===== src/rtl/sklansky_pipe_adder.sv =====
`default_nettype none
//==============================================================================
// Module   : sklansky_pipe_adder
// Brief    : Pipelined Sklansky prefix adder (a + b + cin) with valid/ready
//            flow control; `SKLANSKY_PIPE_SUB_EN adds a subtract control port.
// Revision : 1.0
//==============================================================================
module sklansky_pipe_adder #(
    parameter int WIDTH      = 32,
    parameter int PIPE_EVERY = 2
) (
    input  logic             clk,
    input  logic             rst,
    input  logic             in_valid,
    output logic             in_ready,
    input  logic [WIDTH-1:0] a,
    input  logic [WIDTH-1:0] b,
    input  logic             cin,
`ifdef SKLANSKY_PIPE_SUB_EN
    input  logic             sub,
`endif
    output logic             out_valid,
    input  logic             out_ready,
    output logic [WIDTH-1:0] sum,
    output logic             cout,
    output logic             ovf
);
    localparam int LEVELS = $clog2(WIDTH);

    logic                       w_en;
    logic [WIDTH-1:0]           w_b;
    logic                       w_cin;
    logic                       r_p_vld;
    logic [WIDTH-1:0]           r_p_g;
    logic [WIDTH-1:0]           r_p_p;
    logic                       r_p_cin;
    logic [LEVELS:0][WIDTH-1:0] w_lg;
    logic [LEVELS:0][WIDTH-1:0] w_lp;
    logic [LEVELS:0][WIDTH:0]   w_lr;
    logic [LEVELS:0]            w_lv;
    logic [WIDTH-1:0]           w_carry;
    logic [WIDTH-1:0]           w_sum;
    logic                       r_out_vld;
    logic [WIDTH-1:0]           r_sum;
    logic                       r_cout;
    logic                       r_ovf;

    assign w_en     = !r_out_vld || out_ready;
    assign in_ready = w_en;

`ifdef SKLANSKY_PIPE_SUB_EN
    assign w_b   = sub ? ~b : b;
    assign w_cin = cin | sub;
`else
    assign w_b   = b;
    assign w_cin = cin;
`endif

    always_ff @(posedge clk) begin
        if (rst) begin
            r_p_vld <= 1'b0;
        end else if (w_en) begin
            r_p_vld <= in_valid;
            r_p_g   <= a & w_b;
            r_p_p   <= a ^ w_b;
            r_p_cin <= w_cin;
        end
    end

    // Carry-in folded into bit 0 so the tree needs only clog2(WIDTH) levels;
    // w_lr keeps {raw p, cin} for the final sum XOR.
    assign w_lg[0] = {r_p_g[WIDTH-1:1], r_p_g[0] | (r_p_p[0] & r_p_cin)};
    assign w_lp[0] = r_p_p;
    assign w_lr[0] = {r_p_p, r_p_cin};
    assign w_lv[0] = r_p_vld;

    for (genvar l = 1; l <= LEVELS; l++) begin : g_lvl
        logic [WIDTH-1:0] w_cg;
        logic [WIDTH-1:0] w_cp;

        for (genvar k = 0; k < WIDTH; k++) begin : g_bit
            if (((k >> (l - 1)) & 1) == 0) begin : g_pass
                assign w_cg[k] = w_lg[l-1][k];
                assign w_cp[k] = w_lp[l-1][k];
            end else if ((((k >> (l - 1)) << (l - 1)) - 1) < (1 << (l - 1))) begin : g_gray
                localparam int J = ((k >> (l - 1)) << (l - 1)) - 1;
                assign w_cg[k] = w_lg[l-1][k] | (w_lp[l-1][k] & w_lg[l-1][J]);
                assign w_cp[k] = w_lp[l-1][k];
            end else begin : g_black
                localparam int J = ((k >> (l - 1)) << (l - 1)) - 1;
                assign w_cg[k] = w_lg[l-1][k] | (w_lp[l-1][k] & w_lg[l-1][J]);
                assign w_cp[k] = w_lp[l-1][k] & w_lp[l-1][J];
            end
        end

        if (((l % PIPE_EVERY) == 0) && (l != LEVELS)) begin : g_reg
            logic [WIDTH-1:0] r_g;
            logic [WIDTH-1:0] r_p;
            logic [WIDTH:0]   r_raw;
            logic             r_v;

            always_ff @(posedge clk) begin
                if (rst) begin
                    r_v <= 1'b0;
                end else if (w_en) begin
                    r_v   <= w_lv[l-1];
                    r_g   <= w_cg;
                    r_p   <= w_cp;
                    r_raw <= w_lr[l-1];
                end
            end

            assign w_lg[l] = r_g;
            assign w_lp[l] = r_p;
            assign w_lr[l] = r_raw;
            assign w_lv[l] = r_v;
        end else begin : g_wire
            assign w_lg[l] = w_cg;
            assign w_lp[l] = w_cp;
            assign w_lr[l] = w_lr[l-1];
            assign w_lv[l] = w_lv[l-1];
        end
    end

    // Carry into bit k is the final group generate of bit k-1 (cin for bit 0).
    assign w_carry = {w_lg[LEVELS][WIDTH-2:0], w_lr[LEVELS][0]};
    assign w_sum   = w_lr[LEVELS][WIDTH:1] ^ w_carry;

    always_ff @(posedge clk) begin
        if (rst) begin
            r_out_vld <= 1'b0;
            r_sum     <= '0;
            r_cout    <= 1'b0;
            r_ovf     <= 1'b0;
        end else if (w_en) begin
            r_out_vld <= w_lv[LEVELS];
            if (w_lv[LEVELS]) begin
                r_sum  <= w_sum;
                r_cout <= w_lg[LEVELS][WIDTH-1];
                r_ovf  <= w_lg[LEVELS][WIDTH-1] ^ w_carry[WIDTH-1];
            end
        end
    end

    assign out_valid = r_out_vld;
    assign sum       = r_sum;
    assign cout      = r_cout;
    assign ovf       = r_ovf;

endmodule
`default_nettype wire


===== config.mk =====
export PLATFORM = sky130hd
export DESIGN_NAME = sklansky_pipe_adder
export DESIGN_NICKNAME = d
export VERILOG_FILES = /design/src/rtl/sklansky_pipe_adder.sv
export SDC_FILE = /design/constraint.sdc
export NUM_CORES = 1
export LEC_CHECK = 0
export CORE_ASPECT_RATIO = 1.5
export CORE_UTILIZATION = 50
export CTS_CLUSTER_DIAMETER = 60
export DETAILED_ROUTE_END_ITERATION = 8
export GPL_ROUTABILITY_DRIVEN = 0
export HOLD_SLACK_MARGIN = 0.02
export MAX_ROUTING_LAYER = met4
export PLACE_DENSITY = 0.8
export SYNTH_ARGS = -nofsm -noshare
export SYNTH_HDL_FRONTEND = slang
export SYNTH_SLANG_ARGS = --single-unit

===== constraint.sdc =====
create_clock -name clk -period 19.45 [get_ports clk]
set_input_delay 4.8625 -clock clk [delete_from_list [all_inputs] [get_ports clk]]
set_output_delay 4.8625 -clock clk [all_outputs]
set_load 0.005 [all_outputs]

==> reports/results.md <==
| Metric | Value |
|:---|:---|
| Total Negative Setup Slacks | 0 ns |
| Count of synthesis-stage warnings from yosys | 0 |
| Routed length per placed instance | 16.9 um |
| Pins over their slew limit | 0 |
| Setup violations, final | 0 |
| Synthesized area per cell | 18.1 um^2 |
| Critical-path cell with the highest stage delay | sky130_fd_sc_hd__nor2b_1 |
| Number of nets produced by synthesis | 636 |
| CTS H-Tree Depth | 1 |
| Class of the most critical hold timing path | reg -> reg |
| Buffer type at the clock tree root | sky130_fd_sc_hd__clkbuf_16 |
| Violations in the final reports | DRC |
| Largest net degree at the start of global routing | 232 |
| Height of the die | 172 um |
| Post-CTS Setup Inserts | 0 |
| Floorplan Core Area | 19100 um^2 |
| Kind of critical path | in -> out |
| Arrival time at the worst endpoint | 6.79 ns |
| Syn Std Cell Area | 9690 um^2 |
| Layout Nets | 754 |
| Power per cell area | 104 nW/um^2 |
| CTS Buf Count | 24 |
| I/O pin cnt | 105 |
| Vias | 4841 |
| Number of inserted diodes | 0 |
| Share of async-settable or async-resettable flops after synthesis | 0% |
| Worst IR drop on VDD | 0.0000888 V |
| Max clock buf depth | 3 |
| Port Buffers | 104 |
| Run status | complete, but fails checks |
| Number of synthesized register bits | 269 |
| CTS tree | done |
| Count of routing violations after the opening detailed-route iteration | 357 |
| Slew at the pin with the worst max-slew slack | 1.25 ns |
| Critical path data required time | 14.59 ns |
| Clock transition at the registers of the reported paths | 0.06 ns |
| Count of final hold-check violations | 0 |
| Capturing element type of the critical path | output port |
| CP delay by family, top | buffers and inverters |
| Ordered list of cells on the worst path | clkdlybuf4s50_1, nor2b_1, inv_2, clkdlybuf4s50_1 |
| Number of sinks driven by the clock tree | 269 |
| Category of the worst setup path launch point | input pin |
| Global-route wire length before repair | 24100 um |
| Share of the cycle needed by the critical path after routing | 59.9% |
| Post-synthesis cell count | 534 |
| Via count of the first global-routing pass | 5060 |
| WP buf/inv | 3 |
| Final worst path period need | 11.65 ns |
| Max-cap viol count | 0 |
| Clock Skew | 0.0140 ns |
| Layout area overhead | 22.1% |
| Unrepaired setup endpoints after global routing | false |
| Top flip-flop cell by instance count after synthesis | sky130_fd_sc_hd__edfxtp_1 |
| Grt total ovfl | 0 |
| # resized after CTS | 0 |
| Core Rows | 62 |
| Initial core utilization | 50.8% |
| DRC | 1 |
| Count of flip-flops with a built-in enable after synthesis | 231 |
| DR vias/cell | 5.23 |
| Number of search-and-repair iterations in the first detailed-routing pass | 6 |
| Total wire length | 15700 um |
| Unique masters post-synth | 25 |
| Cell leakage power | 0.00432 uW |
| Global-route usage over all layers | 16.2% |
| Hold buffer count at cts | 0 |
| Max-slew headroom at the worst pin | 16.6% |
| Register area share after synthesis | 79.5% |
| Most common cell type on the critical path | sky130_fd_sc_hd__clkdlybuf4s50_1 |
| Critical-path maximum fanout | 25 |
| HPWL Detailed | 9870 um |
| Core occupancy in the finished layout | 62.0% |
| F_max | 0.0858 GHz |
| Delay contributed by the slowest stage of the critical path | 0.58 ns |
| Share of cells above drive strength 1 | 8.36% |
| Final ANT Viol Nets | 0 |
| Clk_lat worst skew | 0.51 ns |
| Die Footprint | 19900 um^2 |
| Antenna violations before repair | 0 |
| Die Width | 116 um |
-- kinds of logic (layout without fill, tap and decap cells) --
logic type	Yosys count	count (layout)	share of synthesized area (%)
buf+inv	17	153	0.891
xor+xnor	31	31	2.80
simple gates	60	60	3.65
fa+ha+maj	33	33	4.26
flops	269	269	79.5
compound gates	124	124	8.94
-- area by class of cell --
| cell class | count | area, um^2 |
|---|---|---|
| repair buffers | 107 | 1080 |
| flip-flops and latches | 269 | 7700 |
| clock buffers | 30 | 664 |
| well taps | 256 | 320 |
| clock inverters | 14 | 150 |
| inverters | 2 | 7.51 |
| multi-input cells | 248 | 1910 |
| fillers | 1400 | 7250 |
-- state kept, by name (all words and copies together), names as in the netlist --
| name | count |
|---|---|
| cout | 1 |
| r_p_vld | 1 |
| ovf | 1 |
| r_p_cin | 1 |
| g_lvl.g_reg.r_g | 64 |
| out_valid | 1 |
| g_lvl.g_reg.r_v | 2 |
| r_p_p | 32 |
| g_lvl.g_reg.r_raw | 50 |
| g_lvl.g_reg.r_p | 52 |
| sum | 32 |
| r_p_g | 32 |
-- metal layers --
metal	up-vias	share of wire (%)	GRT usage, %
li1	2292	-	-
met1	2368	38	16.9
met2	150	55	30.5
met3	31	4.3	2.14
met4	0	2.5	6.69
met5	-	0	-
-- stage by stage --
stage / instance area (um^2) / setup slack (ns) / cells / total power (uW) / hold WS, ns
after global placement: 11000 / 7.96 / 882 / 761 / 0.401
after detailed placement: 11000 / 7.85 / 882 / 768 / 0.405
final: 11800 / 7.80 / 926 / 1230 / 0.411
after CTS: 11800 / 7.84 / 926 / 1240 / 0.415
after floorplan: 9690 / 3.77 / 534 / 738 / 0.400
after global routing: 11800 / 7.72 / 926 / 1280 / 0.424
-- final timing paths --
| kind | from | endpoint | slack [ns] | depth (start not counted) |
|---|---|---|---|---|
| min | g_lvl[2].g_reg.r_raw[14] | g_lvl[4].g_reg.r_raw[14] | 0.41 | 0 |
| min reg2reg | g_lvl[2].g_reg.r_raw[14] | g_lvl[4].g_reg.r_raw[14] | 0.41 | 0 |
| max reg2reg | g_lvl[4].g_reg.r_v | sum[31] | 17.32 | 3 |
| max | out_ready | in_ready | 7.80 | 4 |
-- cells in the final DEF (no fill, tap or decap), drive strengths merged, types with 3 or more instances in the layout --
cell type / instances
edfxtp: 231
clkdlybuf4s50: 104
a21o: 49
a21oi: 39
dfxtp: 38
ha: 33
clkbuf: 30
and2: 22
a211oi: 18
xnor2: 17
nand2b: 14
xor2: 14
o22ai: 14
and3: 11
clkinv: 8
nand2: 6
o21ai: 3
clkinvlp: 3
bufinv: 3
buf: 3
-- power breakdown --
part	switching [uW]	internal, uW	total, uW	leakage, uW
registers	17.9	672	690	0.00258
clock network	197	282	479	0.000395
logic	30.7	34.1	64.8	0.00134
-- cells in the mapped netlist, drive strengths merged, types with 3 or more instances --
cell | count | area [um^2]
a211oi | 18 | 135
a21o | 49 | 368
a21oi | 39 | 195
and2 | 22 | 138
and3 | 11 | 68.8
buf | 8 | 52.6
clkbuf | 7 | 26.3
dfxtp | 38 | 761
edfxtp | 231 | 6940
ha | 33 | 413
nand2 | 6 | 22.5
nand2b | 14 | 87.6
o21ai | 3 | 15.0
o22ai | 14 | 144
xnor2 | 17 | 149
xor2 | 14 | 123
Note: power is estimated with default switching activity, not from simulation.
